[src/rtl/fc_layer_engine.sv]
// fc_layer_engine: fully-connected layer engine acting as an Avalon-MM master on a 16-bit
// SDRAM bridge. For every output node it streams packed signed weight words and binary-pixel
// image words, sums the weights whose pixel bit is set, and writes one saturated 16-bit result.
// Build option: define FC_RELU_EN to write negative node results as zero.
module fc_layer_engine #(
    parameter int unsigned N_IN     = 784,
    parameter int unsigned N_OUT    = 200,
    parameter int unsigned W_BITS   = 4,
    parameter int unsigned ACC_W    = 32,
    parameter int unsigned IMG_BASE = 300000,
    parameter int unsigned W_BASE   = 800,
    parameter int unsigned OUT_BASE = 400000
) (
    input  logic        clk,
    input  logic        reset_n,
    input  logic        waitrequest,
    input  logic        readdatavalid,
    input  logic [15:0] readdata,
    output logic        chipselect,
    output logic [1:0]  byteenable,
    output logic        read_n,
    output logic        write_n,
    output logic [15:0] writedata,
    output logic [31:0] address,
    input  logic        ready,
    output logic        done,
    output logic        busy,
    output logic [31:0] toHexLed
);

    localparam int unsigned LANES = 16 / W_BITS;
    localparam int unsigned WORDS = N_IN / LANES;

    localparam logic signed [ACC_W-1:0] SatHi = ACC_W'(32767);
    localparam logic signed [ACC_W-1:0] SatLo = ~SatHi;

    typedef enum logic [3:0] {
        StIdle = 4'd0,
        StRdW  = 4'd1,
        StWtW  = 4'd2,
        StRdX  = 4'd3,
        StWtX  = 4'd4,
        StMac  = 4'd5,
        StWr   = 4'd6,
        StNext = 4'd7,
        StDone = 4'd8
    } state_e;

    state_e                   state_q;
    logic                     read_n_q, write_n_q, done_q, busy_q;
    logic [31:0]              address_q;
    logic [15:0]              writedata_q;
    logic [11:0]              node_cnt_q, word_cnt_q;
    logic signed [ACC_W-1:0]  acc_q;
    logic [31:0]              w_ptr_q, x_ptr_q;
    logic [15:0]              w_word_q;
    logic [LANES-1:0]         pix_q;

    logic [LANES-1:0]         pix_bits;
    logic signed [W_BITS-1:0] lane_w;
    logic signed [ACC_W-1:0]  mac_sum, acc_sum;
    logic [15:0]              result;
    logic                     word_last, node_more;
    logic [31:0]              out_addr;

    function automatic logic [15:0] sat16(input logic signed [ACC_W-1:0] v);
        if (v > SatHi) begin
            return 16'h7fff;
        end else if (v < SatLo) begin
            return 16'h8000;
        end
        return v[15:0];
    endfunction

    // Only the low bit of each lane in an image word carries a pixel.
    always_comb begin
        pix_bits = '0;
        for (int i = 0; i < LANES; i++) begin
            pix_bits[i] = readdata[i*W_BITS];
        end
    end

    // Masked sum of sign-extended weight lanes, and the accumulator after this word.
    always_comb begin
        mac_sum = '0;
        lane_w  = '0;
        for (int i = 0; i < LANES; i++) begin
            lane_w = w_word_q[i*W_BITS +: W_BITS];
            if (pix_q[i]) begin
                mac_sum = mac_sum + ACC_W'(lane_w);
            end
        end
        acc_sum = acc_q + mac_sum;
    end

    // Node result as it will be written; computed from the post-MAC accumulator.
    always_comb begin
`ifdef FC_RELU_EN
        result = acc_sum[ACC_W-1] ? 16'h0000 : sat16(acc_sum);
`else
        result = sat16(acc_sum);
`endif
    end

    // Loop-exit decisions and the result address of the current node.
    always_comb begin
        word_last = (32'(word_cnt_q) + 32'd1) >= WORDS;
        node_more = 32'(node_cnt_q) < N_OUT;
        out_addr  = 32'(OUT_BASE) + {19'd0, node_cnt_q, 1'b0};
    end

    // Control FSM; all bus outputs are registered and held while the slave stalls.
    always_ff @(posedge clk or negedge reset_n) begin
        if (!reset_n) begin
            state_q     <= StIdle;
            read_n_q    <= 1'b1;
            write_n_q   <= 1'b1;
            done_q      <= 1'b0;
            busy_q      <= 1'b0;
            address_q   <= '0;
            writedata_q <= '0;
            node_cnt_q  <= '0;
            word_cnt_q  <= '0;
            acc_q       <= '0;
            w_ptr_q     <= 32'(W_BASE);
            x_ptr_q     <= 32'(IMG_BASE);
            w_word_q    <= '0;
            pix_q       <= '0;
        end else begin
            unique case (state_q)
                StIdle: begin
                    node_cnt_q <= '0;
                    word_cnt_q <= '0;
                    acc_q      <= '0;
                    w_ptr_q    <= 32'(W_BASE);
                    x_ptr_q    <= 32'(IMG_BASE);
                    if (ready) begin
                        busy_q    <= 1'b1;
                        read_n_q  <= 1'b0;
                        address_q <= 32'(W_BASE);
                        state_q   <= StRdW;
                    end
                end
                StRdW: begin
                    if (!waitrequest) begin
                        read_n_q <= 1'b1;
                        state_q  <= StWtW;
                    end
                end
                StWtW: begin
                    if (readdatavalid) begin
                        w_word_q  <= readdata;
                        w_ptr_q   <= w_ptr_q + 32'd2;
                        read_n_q  <= 1'b0;
                        address_q <= x_ptr_q;
                        state_q   <= StRdX;
                    end
                end
                StRdX: begin
                    if (!waitrequest) begin
                        read_n_q <= 1'b1;
                        state_q  <= StWtX;
                    end
                end
                StWtX: begin
                    if (readdatavalid) begin
                        pix_q   <= pix_bits;
                        x_ptr_q <= x_ptr_q + 32'd2;
                        state_q <= StMac;
                    end
                end
                StMac: begin
                    acc_q      <= acc_sum;
                    word_cnt_q <= word_cnt_q + 12'd1;
                    if (!word_last) begin
                        read_n_q  <= 1'b0;
                        address_q <= w_ptr_q;
                        state_q   <= StRdW;
                    end else begin
                        write_n_q   <= 1'b0;
                        address_q   <= out_addr;
                        writedata_q <= result;
                        state_q     <= StWr;
                    end
                end
                StWr: begin
                    if (!waitrequest) begin
                        write_n_q  <= 1'b1;
                        node_cnt_q <= node_cnt_q + 12'd1;
                        state_q    <= StNext;
                    end
                end
                StNext: begin
                    // Weight pointer keeps running: node weights are stored back to back.
                    acc_q      <= '0;
                    word_cnt_q <= '0;
                    x_ptr_q    <= 32'(IMG_BASE);
                    if (node_more) begin
                        read_n_q  <= 1'b0;
                        address_q <= w_ptr_q;
                        state_q   <= StRdW;
                    end else begin
                        busy_q  <= 1'b0;
                        done_q  <= 1'b1;
                        state_q <= StDone;
                    end
                end
                StDone: begin
                    if (!ready) begin
                        done_q  <= 1'b0;
                        state_q <= StIdle;
                    end
                end
                default: begin
                    state_q <= StIdle;
                end
            endcase
        end
    end

    assign chipselect = 1'b1;
    assign byteenable = 2'b11;
    assign read_n     = read_n_q;
    assign write_n    = write_n_q;
    assign writedata  = writedata_q;
    assign address    = address_q;
    assign done       = done_q;
    assign busy       = busy_q;
    assign toHexLed   = {4'h0, node_cnt_q, word_cnt_q, state_q};

endmodule

[config.mk]
export PLATFORM = sky130hd
export DESIGN_NAME = fc_layer_engine
export DESIGN_NICKNAME = d
export VERILOG_FILES = /design/src/rtl/fc_layer_engine.sv
export SDC_FILE = /design/constraint.sdc
export NUM_CORES = 1
export LEC_CHECK = 0
export ABC_AREA = 1
export CORE_ASPECT_RATIO = 2
export CORE_MARGIN = 8
export CORE_UTILIZATION = 61
export DETAILED_ROUTE_END_ITERATION = 10
export GPL_ROUTABILITY_DRIVEN = 0
export MAX_ROUTING_LAYER = met4
export PLACE_DENSITY = 0.82
export REMOVE_ABC_BUFFERS = 1
export SYNTH_ARGS = -nofsm -noshare
export SYNTH_HDL_FRONTEND = slang
export SYNTH_SLANG_ARGS = --single-unit
export TNS_END_PERCENT = 20
[constraint.sdc]
create_clock -name clk -period 10.5 [get_ports clk]
set_input_delay 1.575 -clock clk [delete_from_list [all_inputs] [get_ports clk]]
set_output_delay 1.575 -clock clk [all_outputs]
set_load 0.01 [all_outputs]
After elaboration in Yosys (flattened, before gate mapping)
Index checks and enable logic that the tools add are counted.
Word-level totals
  flip-flop bits (word level): 196
  latch bits: 0
  memory bits (writable): 0
  memory bits (read-only): 0
  logic and storage cells: 118
  memories kept: 0
Operators by class
  add/subtract/negate cells: 10
  multiply operators: 0
  div/mod/pow operators: 0
  $lt $le $gt $ge: 4
  eq/ne operators: 20
  shift operators: 0
  muxes and demuxes: 46
  bitwise operators: 0
  reductions and logical operators: 24
Operators by type and width (count)
  $mux 32: 10
  $pmux 32 s2: 3
  $pmux 32 s4: 1
  $add 32x4->32: 3
  $add 32x2->32 const B: 2
  $mux 16: 3
  $pmux 12 s2: 2
  $pmux 4 s9: 1
  $add 32x32->32: 1
  $gt 32x16->1 const B: 1
  $lt 32x16->1 const B: 1
  $mux 4: 8
  $add 12x1->12 const B: 2
  $ne 2x2->1 const B: 12
  $add 19x13->20 const A: 1
  $eq 4x3->1 const B: 4
  $reduce_bool 2->1: 7
  $add 12x1->13 const B: 1
  $ge 13x8->1 const B: 1
  $lt 12x8->1 const B: 1
  $mux 1: 12
  $mux 12: 1
  $reduce_and 2->1: 6
  $reduce_and 3->1: 3
  other kinds (13): 17

Logic depth before layout (Yosys ltp)
  word-level depth: 12
  depth in mapped cells: 57
  gate-level depth less buffers: 56

Worst setup path before layout
Ideal clock, no wire load.
  path kind: reg2reg
  from: register pix_q[0]
  to: register writedata_q[10] (netlist: writedata[10])
  library setup time: 0.121 ns
  arrival: 7.353 ns
  data required time: 10.379 ns
  path slack: 3.026 ns
  cell stages (with the launch flop): 46
  cell sequence: dfrtp_1 nand2_1 inv_1 ha_1 inv_1 o21ai_0 inv_1 fa_1 nand2_1 nand2_1 inv_1 ha_1 a21o_1 a21oi_1 o21bai_1 a21oi_1 o21ai_0 nand2_1 (+10 left out) or2_2 nand3_1 o21ai_0 ha_1 nand2_1 nor2_1 inv_1 nor3_1 nand3_1 nand3_1 nand2_1 nand2_1 nand3_1 nor2_1 nand4_1 a21oi_4 buf_6 a21oi_1
On the way
  word-level cells in the longest chain between the ends: 12
  elaborated cells on any way between the ends: 14
Ends and longest elaborated chain
  start: declaration: line 57  | logic [LANES-1:0] pix_q;
  start signal: assignment: line 167  | pix_q <= pix_bits;
  $mux 32 (*): line 89  | if (pix_q[i]) begin
  $add 32x4->32: line 90  | mac_sum = mac_sum + ACC_W'(lane_w);
  $mux 32 (*): line 89
  $add 32x4->32: line 90
  $mux 32 (*): line 89
  $add 32x4->32: line 90
  $mux 32 (*): line 89
  $add 32x32->32 (*): line 93  | acc_sum = acc_q + mac_sum;
  $lt 32x16->1: line 69  | end else if (v < SatLo) begin
  $mux 1: line 69
  $mux 1: line 67  | if (v > SatHi) begin
  $mux 16 (*): line 72  | return v[15:0];
  end signal: assignment: line 182  | writedata_q <= result;
  end: declaration: line 52  | logic [15:0] writedata_q;
Every way passes the cells marked *; elsewhere a longest branch is shown, timed or not.
A chain may end at the register's enable or synchronous reset.

Worst setup path in the final report
  from: register pix_q[0]
  to: register writedata_q[3] (netlist: writedata[3])
The elaborated chain is that of the path after synthesis.

==> flow_metrics.env <==
export IMPL_outcome="finished, final reports clean"
export IMPL_grt_remaining_overflow=0
export IMPL_ys_ff_latch=194
export IMPL_io_pins=108
export IMPL_cts_root_buf="clkbuf_16"
export IMPL_start_util_pct=61.7
export IMPL_cts_resized_gates=0
export IMPL_endpoint_kind="flop"
export IMPL_die_y_um=249
export IMPL_cap_violations=0
export IMPL_drc=0
export IMPL_synthesis_yosys_warnings=0
export IMPL_r2r_cells=47
export IMPL_synth_area_um2=16500
export IMPL_ys_async_sr_fraction_pct=100
export IMPL_synth_cell_types=58
export IMPL_slowest_delay_ns=0.68
export IMPL_coreArea_um2=26800
export IMPL_clock_path_buffers=2
export IMPL_numCtsBuffers=17
export IMPL_rsz0062_at_grt="false"
export IMPL_row_count=85
export IMPL_fin_crit_ns=9.46
export IMPL_grt_pass1_vias=17500
export IMPL_initialDrtViolationCount=1631
export IMPL_utilization_pct=68.6
export IMPL_synth_edf_count=0
export IMPL_cts_max_level=4
export IMPL_dp_hpwl_um=44600
export IMPL_area_growth_pct=11.2
export IMPL_grt_max_degree=117
export IMPL_grt_usage_pct=36.0
export IMPL_cts_tree="done"
export IMPL_postRouteWirelength_um=58400
export IMPL_insertion_delay_ns=0.46
export IMPL_synth_common_cells="nand2_1, inv_1, dfrtp_1, o21ai_0, nor2_1"
export IMPL_pre_cts_ws_ns=1.41
export IMPL_layout_drive_gt1_share_pct=4.73
export IMPL_crit_slowest_cell="inv_1"
export IMPL_yosysMostFrequentCell="nand2_1"
export IMPL_cp_num_cells=47
export IMPL_start_kind="flop"
export IMPL_hold_viol=0
export IMPL_postCtsHoldBufs=0
export IMPL_synthCells=2453
export IMPL_ys_seq_area_share_pct=29.5
export IMPL_drt_wirelength_per_cell_um=20.2
export IMPL_clkSlewWorstSetupHoldPaths_ns=0.08
export IMPL_slew_violations=0
export IMPL_postRouteAntennaNets=0
export IMPL_synth_top_cell_by_area="dfrtp_1"
export IMPL_antenna_found_initial=3
export IMPL_fmax_mhz=106
export IMPL_setup_viol=0
export IMPL_crit_fanout=17
export IMPL_port_buffer_count=100
export IMPL_nFillCells=2349
export IMPL_whs_path_depth=1
export IMPL_worst_pin_slew_ns=1.17
export IMPL_synth_top_flop_cell="dfrtp_1"
export IMPL_via_per_inst=6.10
export IMPL_nNetsFinal=2665
export IMPL_synth_area_per_cell_um2=6.74
export IMPL_post_cts_buffers=0
export IMPL_setup_ws_ns=1.04
export IMPL_crit_type="reg2reg"
export IMPL_cpLargestDelayFamily="simple AND/OR/NAND/NOR gates"
export IMPL_cts_sinks=194
export IMPL_dr_pass1_iters=9
export IMPL_crit_top_cell="nand2_1"
export IMPL_die_x_um=132
export IMPL_required_ns=10.82
export IMPL_setup_tns_ns=0
export IMPL_vias=17600
export IMPL_synthTopCellsByArea="dfrtp_1, nand2_1, ha_1"
export IMPL_finalCritPeriodShare_pct=90.1
export IMPL_grt_pass1_wl_um=90800
export IMPL_dieArea_um2=32900
export IMPL_cp_num_buf_inv=6
export IMPL_maxSlewHeadroom_pct=21.8
export IMPL_arrival_ns=9.78
export IMPL_hp_class="reg2reg"
export IMPL_skew_ns=0.0131
export IMPL_yosysTopAreaCellShare_pct=27.4
==> layout make-up <==
cell class              instances  area [um2]  area share [%]
flip-flops and latches        194        4870            26.5
clock inverters                12         140           0.762
multi-input cells            1865       10100            55.1
clock buffers                  20         447            2.43
diodes                          4        10.0          0.0545
inverters                     335        1260            6.84
repair buffers                112        1090            5.96
well taps                     348         435            2.37
==> state kept, by name, summed over array words and instances (netlist names) <==
name,flops
write_n,1
word_cnt_q,12
x_ptr_q,31
w_word_q,16
acc_q,32
done,1
pix_q,4
read_n,1
w_ptr_q,31
node_cnt_q,12
writedata,16
address,32
busy,1
state_q,4
==> routing by layer <==
metal | GRT usage, % | share of wire (%) | vias to the layer above
li1 | - | - | 8209
met1 | 32.5 | 33 | 8156
met2 | 64.9 | 52 | 943
met3 | 6.32 | 6.5 | 314
met4 | 28.5 | 8.9 | 0
met5 | - | 0 | -
==> kinds of logic after synthesis <==
group / share of synthesized area (%)
buffers and inverters: 9.41
flip-flops: 29.5
other: 0.0454
XOR/XNOR: 3.66
AO/OA/AOI/OAI: 16.4
adder cells (fa/ha/maj): 9.91
AND/OR/NAND/NOR: 31.1
==> cell usage in the layout, fill, tap and decap left out, types with 12 or more instances in the layout <==
cell type and count:
nor4_1 18, a21oi_1 173, o31ai_1 12, dfrtp_1 181, nand2_1 696, ha_1 99, buf_4 12, inv_2 15
o22ai_1 23, o21bai_1 13, xnor2_1 17, clkbuf_16 17, nor3_1 64, nor2_1 176, inv_1 318, dfstp_2 13
o21ai_0 181, xor2_1 52, a32o_1 16, nand4_1 43, clkdlybuf4s50_1 99, nand3_1 135, fa_1 20
==> per-stage QoR <==
step	area [um2]	cells	hold slack, ns
after floorplan	16300	2394	0.423
after global routing	18400	2889	0.482
after global placement	17800	2854	0.445
final	18400	2890	0.456
after detailed placement	17800	2854	0.443
after CTS	18400	2886	0.454
==> worst paths after layout <==
kind / from / endpoint / slack [ns]
worst max-delay path: pix_q[0] / writedata[3] / 1.04
worst min-delay path: x_ptr_q[17] / x_ptr_q[17] / 0.46
worst max register to register: pix_q[0] / writedata[3] / 1.04
worst min register to register: x_ptr_q[17] / x_ptr_q[17] / 0.46
max in group asynchronous: reset_n / acc_q[23] / 7.61
min in group asynchronous: reset_n / w_word_q[11] / 1.23
Power is not shown: default switching activity piles up to over one toggle a cycle in this logic, so the estimate is an artifact.
